===== src/rtl/operand_editor.sv =====
// rtl/operand_editor.sv - push-button editor for FIELDS operand/function registers
// Optional auto-repeat of held inc/dec: define OPERAND_EDITOR_AUTOREPEAT_EN.
module operand_editor #(
  parameter int WIDTH         = 5,
  parameter int FIELDS        = 3,
  parameter int DB_CYCLES     = 16,
  parameter int REPEAT_DELAY  = 500,
  parameter int REPEAT_PERIOD = 100,
  parameter int SEL_W         = (FIELDS <= 2) ? 1 : $clog2(FIELDS)
) (
  input  logic                    clk,
  input  logic                    rst,
  input  logic                    dec,
  input  logic                    inc,
  input  logic                    prev,
  input  logic                    next,
  input  logic                    sat,
  output logic [FIELDS*WIDTH-1:0] fields,
  output logic [SEL_W-1:0]        sel,
  output logic                    val_chg,
  output logic                    sel_chg
);
  localparam int NB    = 4;
  localparam int B_DEC = 0;
  localparam int B_INC = 1;
  localparam int B_PRV = 2;
  localparam int B_NXT = 3;
  localparam int CNT_W = (DB_CYCLES < 2) ? 1 : $clog2(DB_CYCLES);

  logic [NB-1:0]    raw;
  logic [NB-1:0]    sync1_q, sync1_d, sync2_q, sync2_d;
  logic [NB-1:0]    lvl_q, lvl_d, lvl_dly_q, lvl_dly_d;
  logic [NB-1:0]    armed_q, armed_d, press;
  logic [1:0]       init_q, init_d;
  logic [CNT_W-1:0] db_cnt_q [NB];
  logic [CNT_W-1:0] db_cnt_d [NB];
  logic [WIDTH-1:0] fld_q [FIELDS];
  logic [WIDTH-1:0] fld_d [FIELDS];
  logic [SEL_W-1:0] sel_q, sel_d;
  logic             val_chg_q, val_chg_d, sel_chg_q, sel_chg_d;
  logic             inc_ev, dec_ev, step_up, step_dn;

  assign raw = {next, prev, inc, dec};

  // A button is armed only once it has been seen released after reset, so a
  // press held through reset never produces an event.
  always_comb begin
    sync1_d   = raw;
    sync2_d   = sync1_q;
    lvl_dly_d = lvl_q;
    init_d    = {init_q[0], 1'b1};
    armed_d   = armed_q | ({NB{init_q[1]}} & ~sync2_q);
    lvl_d     = lvl_q;
    for (int b = 0; b < NB; b++) begin
      db_cnt_d[b] = '0;
      if (sync2_q[b] != lvl_q[b]) begin
        if (db_cnt_q[b] == CNT_W'(DB_CYCLES - 1)) begin
          lvl_d[b] = ~lvl_q[b];
        end else begin
          db_cnt_d[b] = db_cnt_q[b] + 1'b1;
        end
      end
    end
    press = lvl_q & ~lvl_dly_q & armed_q;
  end

`ifdef OPERAND_EDITOR_AUTOREPEAT_EN
  localparam int RPT_W = $clog2(REPEAT_DELAY + 1);

  logic [RPT_W-1:0] rpt_cnt_q, rpt_cnt_d;
  logic             rpt_fire;
  logic [NB-1:0]    held;

  assign held = lvl_q & armed_q;

  // Counts cycles since the press; after firing it reloads so the next fire
  // lands REPEAT_PERIOD cycles later.
  always_comb begin
    rpt_cnt_d = '0;
    rpt_fire  = 1'b0;
    if (held[B_INC] ^ held[B_DEC]) begin
      if (press[B_INC] | press[B_DEC]) begin
        rpt_cnt_d = RPT_W'(1);
      end else if (rpt_cnt_q == RPT_W'(REPEAT_DELAY)) begin
        rpt_fire  = 1'b1;
        rpt_cnt_d = RPT_W'(REPEAT_DELAY - REPEAT_PERIOD + 1);
      end else begin
        rpt_cnt_d = rpt_cnt_q + 1'b1;
      end
    end
  end

  always_ff @(posedge clk) begin
    if (rst) rpt_cnt_q <= '0;
    else     rpt_cnt_q <= rpt_cnt_d;
  end

  assign inc_ev = press[B_INC] | (rpt_fire & held[B_INC]);
  assign dec_ev = press[B_DEC] | (rpt_fire & held[B_DEC]);
`else
  logic unused_rpt;
  assign unused_rpt = ^{REPEAT_DELAY, REPEAT_PERIOD};
  assign inc_ev     = press[B_INC];
  assign dec_ev     = press[B_DEC];
`endif

  always_comb begin
    step_up   = inc_ev & ~dec_ev;
    step_dn   = dec_ev & ~inc_ev;
    val_chg_d = 1'b0;
    for (int i = 0; i < FIELDS; i++) begin
      fld_d[i] = fld_q[i];
      if (SEL_W'(i) == sel_q) begin
        if (step_up && !(sat && (fld_q[i] == '1))) begin
          fld_d[i]  = fld_q[i] + 1'b1;
          val_chg_d = 1'b1;
        end else if (step_dn && !(sat && (fld_q[i] == '0))) begin
          fld_d[i]  = fld_q[i] - 1'b1;
          val_chg_d = 1'b1;
        end
      end
    end
    sel_d = sel_q;
    if (press[B_NXT] && !press[B_PRV]) begin
      sel_d = (sel_q == SEL_W'(FIELDS - 1)) ? '0 : sel_q + 1'b1;
    end else if (press[B_PRV] && !press[B_NXT]) begin
      sel_d = (sel_q == '0) ? SEL_W'(FIELDS - 1) : sel_q - 1'b1;
    end
    sel_chg_d = (sel_d != sel_q);
  end

  always_ff @(posedge clk) begin
    if (rst) begin
      sync1_q   <= '0;
      sync2_q   <= '0;
      lvl_q     <= '0;
      lvl_dly_q <= '0;
      armed_q   <= '0;
      init_q    <= '0;
      sel_q     <= '0;
      val_chg_q <= 1'b0;
      sel_chg_q <= 1'b0;
      for (int b = 0; b < NB; b++) db_cnt_q[b] <= '0;
      for (int i = 0; i < FIELDS; i++) fld_q[i] <= '0;
    end else begin
      sync1_q   <= sync1_d;
      sync2_q   <= sync2_d;
      lvl_q     <= lvl_d;
      lvl_dly_q <= lvl_dly_d;
      armed_q   <= armed_d;
      init_q    <= init_d;
      sel_q     <= sel_d;
      val_chg_q <= val_chg_d;
      sel_chg_q <= sel_chg_d;
      for (int b = 0; b < NB; b++) db_cnt_q[b] <= db_cnt_d[b];
      for (int i = 0; i < FIELDS; i++) fld_q[i] <= fld_d[i];
    end
  end

  for (genvar g = 0; g < FIELDS; g++) begin : g_pack
    assign fields[g*WIDTH +: WIDTH] = fld_q[g];
  end

  assign sel     = sel_q;
  assign val_chg = val_chg_q;
  assign sel_chg = sel_chg_q;
endmodule


===== config.mk =====
export PLATFORM = sky130hd
export DESIGN_NAME = operand_editor
export DESIGN_NICKNAME = d
export VERILOG_FILES = /design/src/rtl/operand_editor.sv
export SDC_FILE = /design/constraint.sdc
export NUM_CORES = 1
export LEC_CHECK = 0
export CORE_MARGIN = 1.5
export CORE_UTILIZATION = 30
export CTS_CLUSTER_DIAMETER = 80
export DETAILED_ROUTE_END_ITERATION = 8
export GPL_TIMING_DRIVEN = 0
export SLEW_MARGIN = 30
export SYNTH_ARGS = -nofsm -noshare
export SYNTH_HDL_FRONTEND = slang
export SYNTH_SLANG_ARGS = --single-unit

===== constraint.sdc =====
create_clock -name clk -period 2.8 [get_ports clk]
set_input_delay 0.56 -clock clk [delete_from_list [all_inputs] [get_ports clk]]
set_output_delay 0.56 -clock clk [all_outputs]
set_load 0.01 [all_outputs]

==> metrics.txt <==
Cell variety after synth 39; global-route wire length before repair a little under 9 mm; diodes inserted 0; ANT nets after route 0; area grow syn2layout 24.2%; number of max-cap violations 0; Iter 0 DRT Violations 60; synth warn 0; final hold violations 0; FP Rows 33; nets 336; largest net degree at the start of global routing 11; largest cells by area after synthesis dfxtp_1 (44%), ha_1 (8.3%), nor2_1 (6.7%); post-synth top area cell dfxtp_1; clock root cell clkbuf_8; final WL 4.79 mm; synthesized flop and latch total 57; share of layout cells above drive strength 1 roughly a tenth; CTS Sinks 57; filler instances 841; fin cells 419; maximum vdd drop 0.000232 V; Worst-Margin Slew 581 ps; setup repair after global routing missed its margin false; skew final approximately 7.5 ps; worst path required time 3060 ps; leakage power roughly 1.3 nW; Starting Density 31.1%; IO Pins 26; vias per inst 4.53; crit path max-delay cell type fa_1; die footprint 9120 um^2; max_slew headroom 61.0%; crit start category flop; Hold Path Class reg2reg; Main synth FF type dfxtp_1; Setup violations, final 0; via count approximately 1900; Final Max Tran Viols 0; placed insts 398; hold_buf cts 0; number of global-route vias before repair 1927; synthesized cell area around 2600 um^2; CTS buffer count 9; register area share after synthesis ~44%; Crit. End Element flop; CTS tree done; hold slack final 441 ps; # DRC 0; CP Max Fanout 6; first-pass detailed-route iteration total 4; total track usage 12.6%; post-route minimum period 2570 ps; Layout Utilization between 30% and 40%; fmax ~0.39 GHz; Post-synth EDFFs 0; CP Cell Sequence and3b_1 -> buf_4 -> o211ai_1 -> buf_4 -> fa_1 -> a21o_1 -> a21oi_1 -> mux2_2 -> or3_1 -> a21oi_1; core area between 8000 and 9000 um^2; Clk Latency, worst-skew pair 330 ps; fin crit share 91.9%; clk slew on worst S/H paths 60 ps; routability congestion estimate 0.768; H-tree depth 3; Die Span Y 95.5 um; IO Port Bufs 24; critical path class reg2reg; ys async rst share 0%; Max stage delay on crit path 400 ps; Synth top area share 44.5%; Post-Syn Nets 296; status complete, no violations; mean post-synth cell area 9.54 um^2; initial antenna violation count 0; Power Dens Cells 515 nW/um^2; Syn Inst Count 269; DIE WIDTH 95.5 um; wire length per cell 11.4 um; Clock Path Buffers 2; global route overflow 0; DPL Wire Length 3.46 mm; CP arrival 2830 ps; total power 1.64 mW
-- cells in the final DEF, fill, tap and decap left out, types with 3 or more instances in the layout --
cell type,n
a22oi_1,3
nand4_1,3
xnor2_1,15
inv_1,15
clkdlybuf4s50_1,23
ha_1,17
mux2_2,3
and3_1,4
dfxtp_1,56
a21oi_1,14
clkbuf_8,11
nand2_1,9
xor2_1,6
nor4b_1,3
clkbuf_1,6
nand3_1,4
nor2b_1,15
mux2i_1,12
nor2_1,46
a211oi_1,3
buf_4,6
a21o_1,5
fa_1,3
or3_1,5
-- registers in the layout, indices dropped and copies added (netlist names) --
name,cells
sel,2
sync1_q,4
sync2_q,4
db_cnt_q,16
init_q,2
armed_q,4
lvl_dly_d,4
fld_q,15
sel_chg,1
val_chg,1
lvl_dly_q,4
-- synth_stat cells (all sizes together), types with 2 or more instances --
cell,count
a211oi,3
a21o,5
a21oi,15
a22oi,3
and3,4
and3b,2
clkbuf,5
dfxtp,57
fa,3
ha,17
inv,16
mux2,4
mux2i,12
nand2,9
nand3,4
nand3b,2
nand4,3
nor2,46
nor2b,15
nor4b,3
o211ai,2
o21ai,3
o22ai,2
or3,5
xnor2,15
xor2,6
-- worst paths after layout --
check	startpoint	end	slack (ps)	cells past startpoint
worst max register to register	lvl_dly_d[1]	fld_q[0][9]	230	10
worst min-delay path	sync1_q[3]	sync2_q[3]	440	1
worst max-delay path	lvl_dly_d[1]	fld_q[0][9]	230	10
worst min register to register	sync1_q[3]	sync2_q[3]	440	1
-- power breakdown --
| group | switching (mW) | internal (mW) | total (mW) |
|---|---|---|---|
| registers | 0.00665 | 0.824 | 0.830 |
| logic | 0.0217 | 0.0178 | 0.0395 |
| clock network | 0.314 | 0.459 | 0.774 |
-- metrics by stage --
stage	setup TNS, ps	setup WS [ps]	cell area [um^2]
final	0	226	3190
after global routing	0	2.81	3190
after CTS	0	33.2	3170
after detailed placement	-1250	-558	2940
after global placement	-1100	-519	2940
after floorplan	0	286	2570
-- area by class of cell --
class                           count  area [um^2]  share of cell area (%)
Timing Repair Buffer               29          280                    8.79
Sequential cell                    57         1140                    35.8
Tap cell                          105          131                    4.12
Buffer                              6         26.3                   0.824
Clock buffer                       12          155                    4.87
Multi-Input combinational cell    190         1340                    42.1
Clock inverter                      4         51.3                    1.61
Inverter                           16         60.1                    1.88
-- logic make-up after synthesis --
logic type | count (synthesis) | share of synthesized area [%]
flip-flops | 57 | 44.5
adder cells (fa/ha/maj) | 20 | 10.6
AND/OR/NAND/NOR | 95 | 18.2
AO/OA/AOI/OAI | 38 | 9.85
multiplexers | 16 | 6.44
buffers and inverters | 22 | 3.27
XOR/XNOR | 21 | 7.17
-- worst max-delay path, delay by kind of cell, from the launching register on --
family	cells	cell delay (ps)
AOI/OAI and AO/OA	4	600
adders and majority gates	1	400
buffers and inverters	2	330
DFF	1	350
muxes	1	360
and+or+nand+nor	2	460
-- routing by layer --
metal	up-vias	routed length, um	global-route usage (%)
met5	-	0	0
met4	0	130	7.72
met3	12	122	2.95
met2	24	2100	19.2
met1	869	2440	15.9
li1	992	-	-
-- timing repair --
| action | in CTS | in global routing |
|---|---|---|
| pin swaps | 2 | 1 |
| endpoints found under the setup margin | 2 | 2 |
| setup buffers | 4 | 1 |
| resized for setup | 0 | 3 |
No activity file was read; power rests on OpenSTA's default activity.
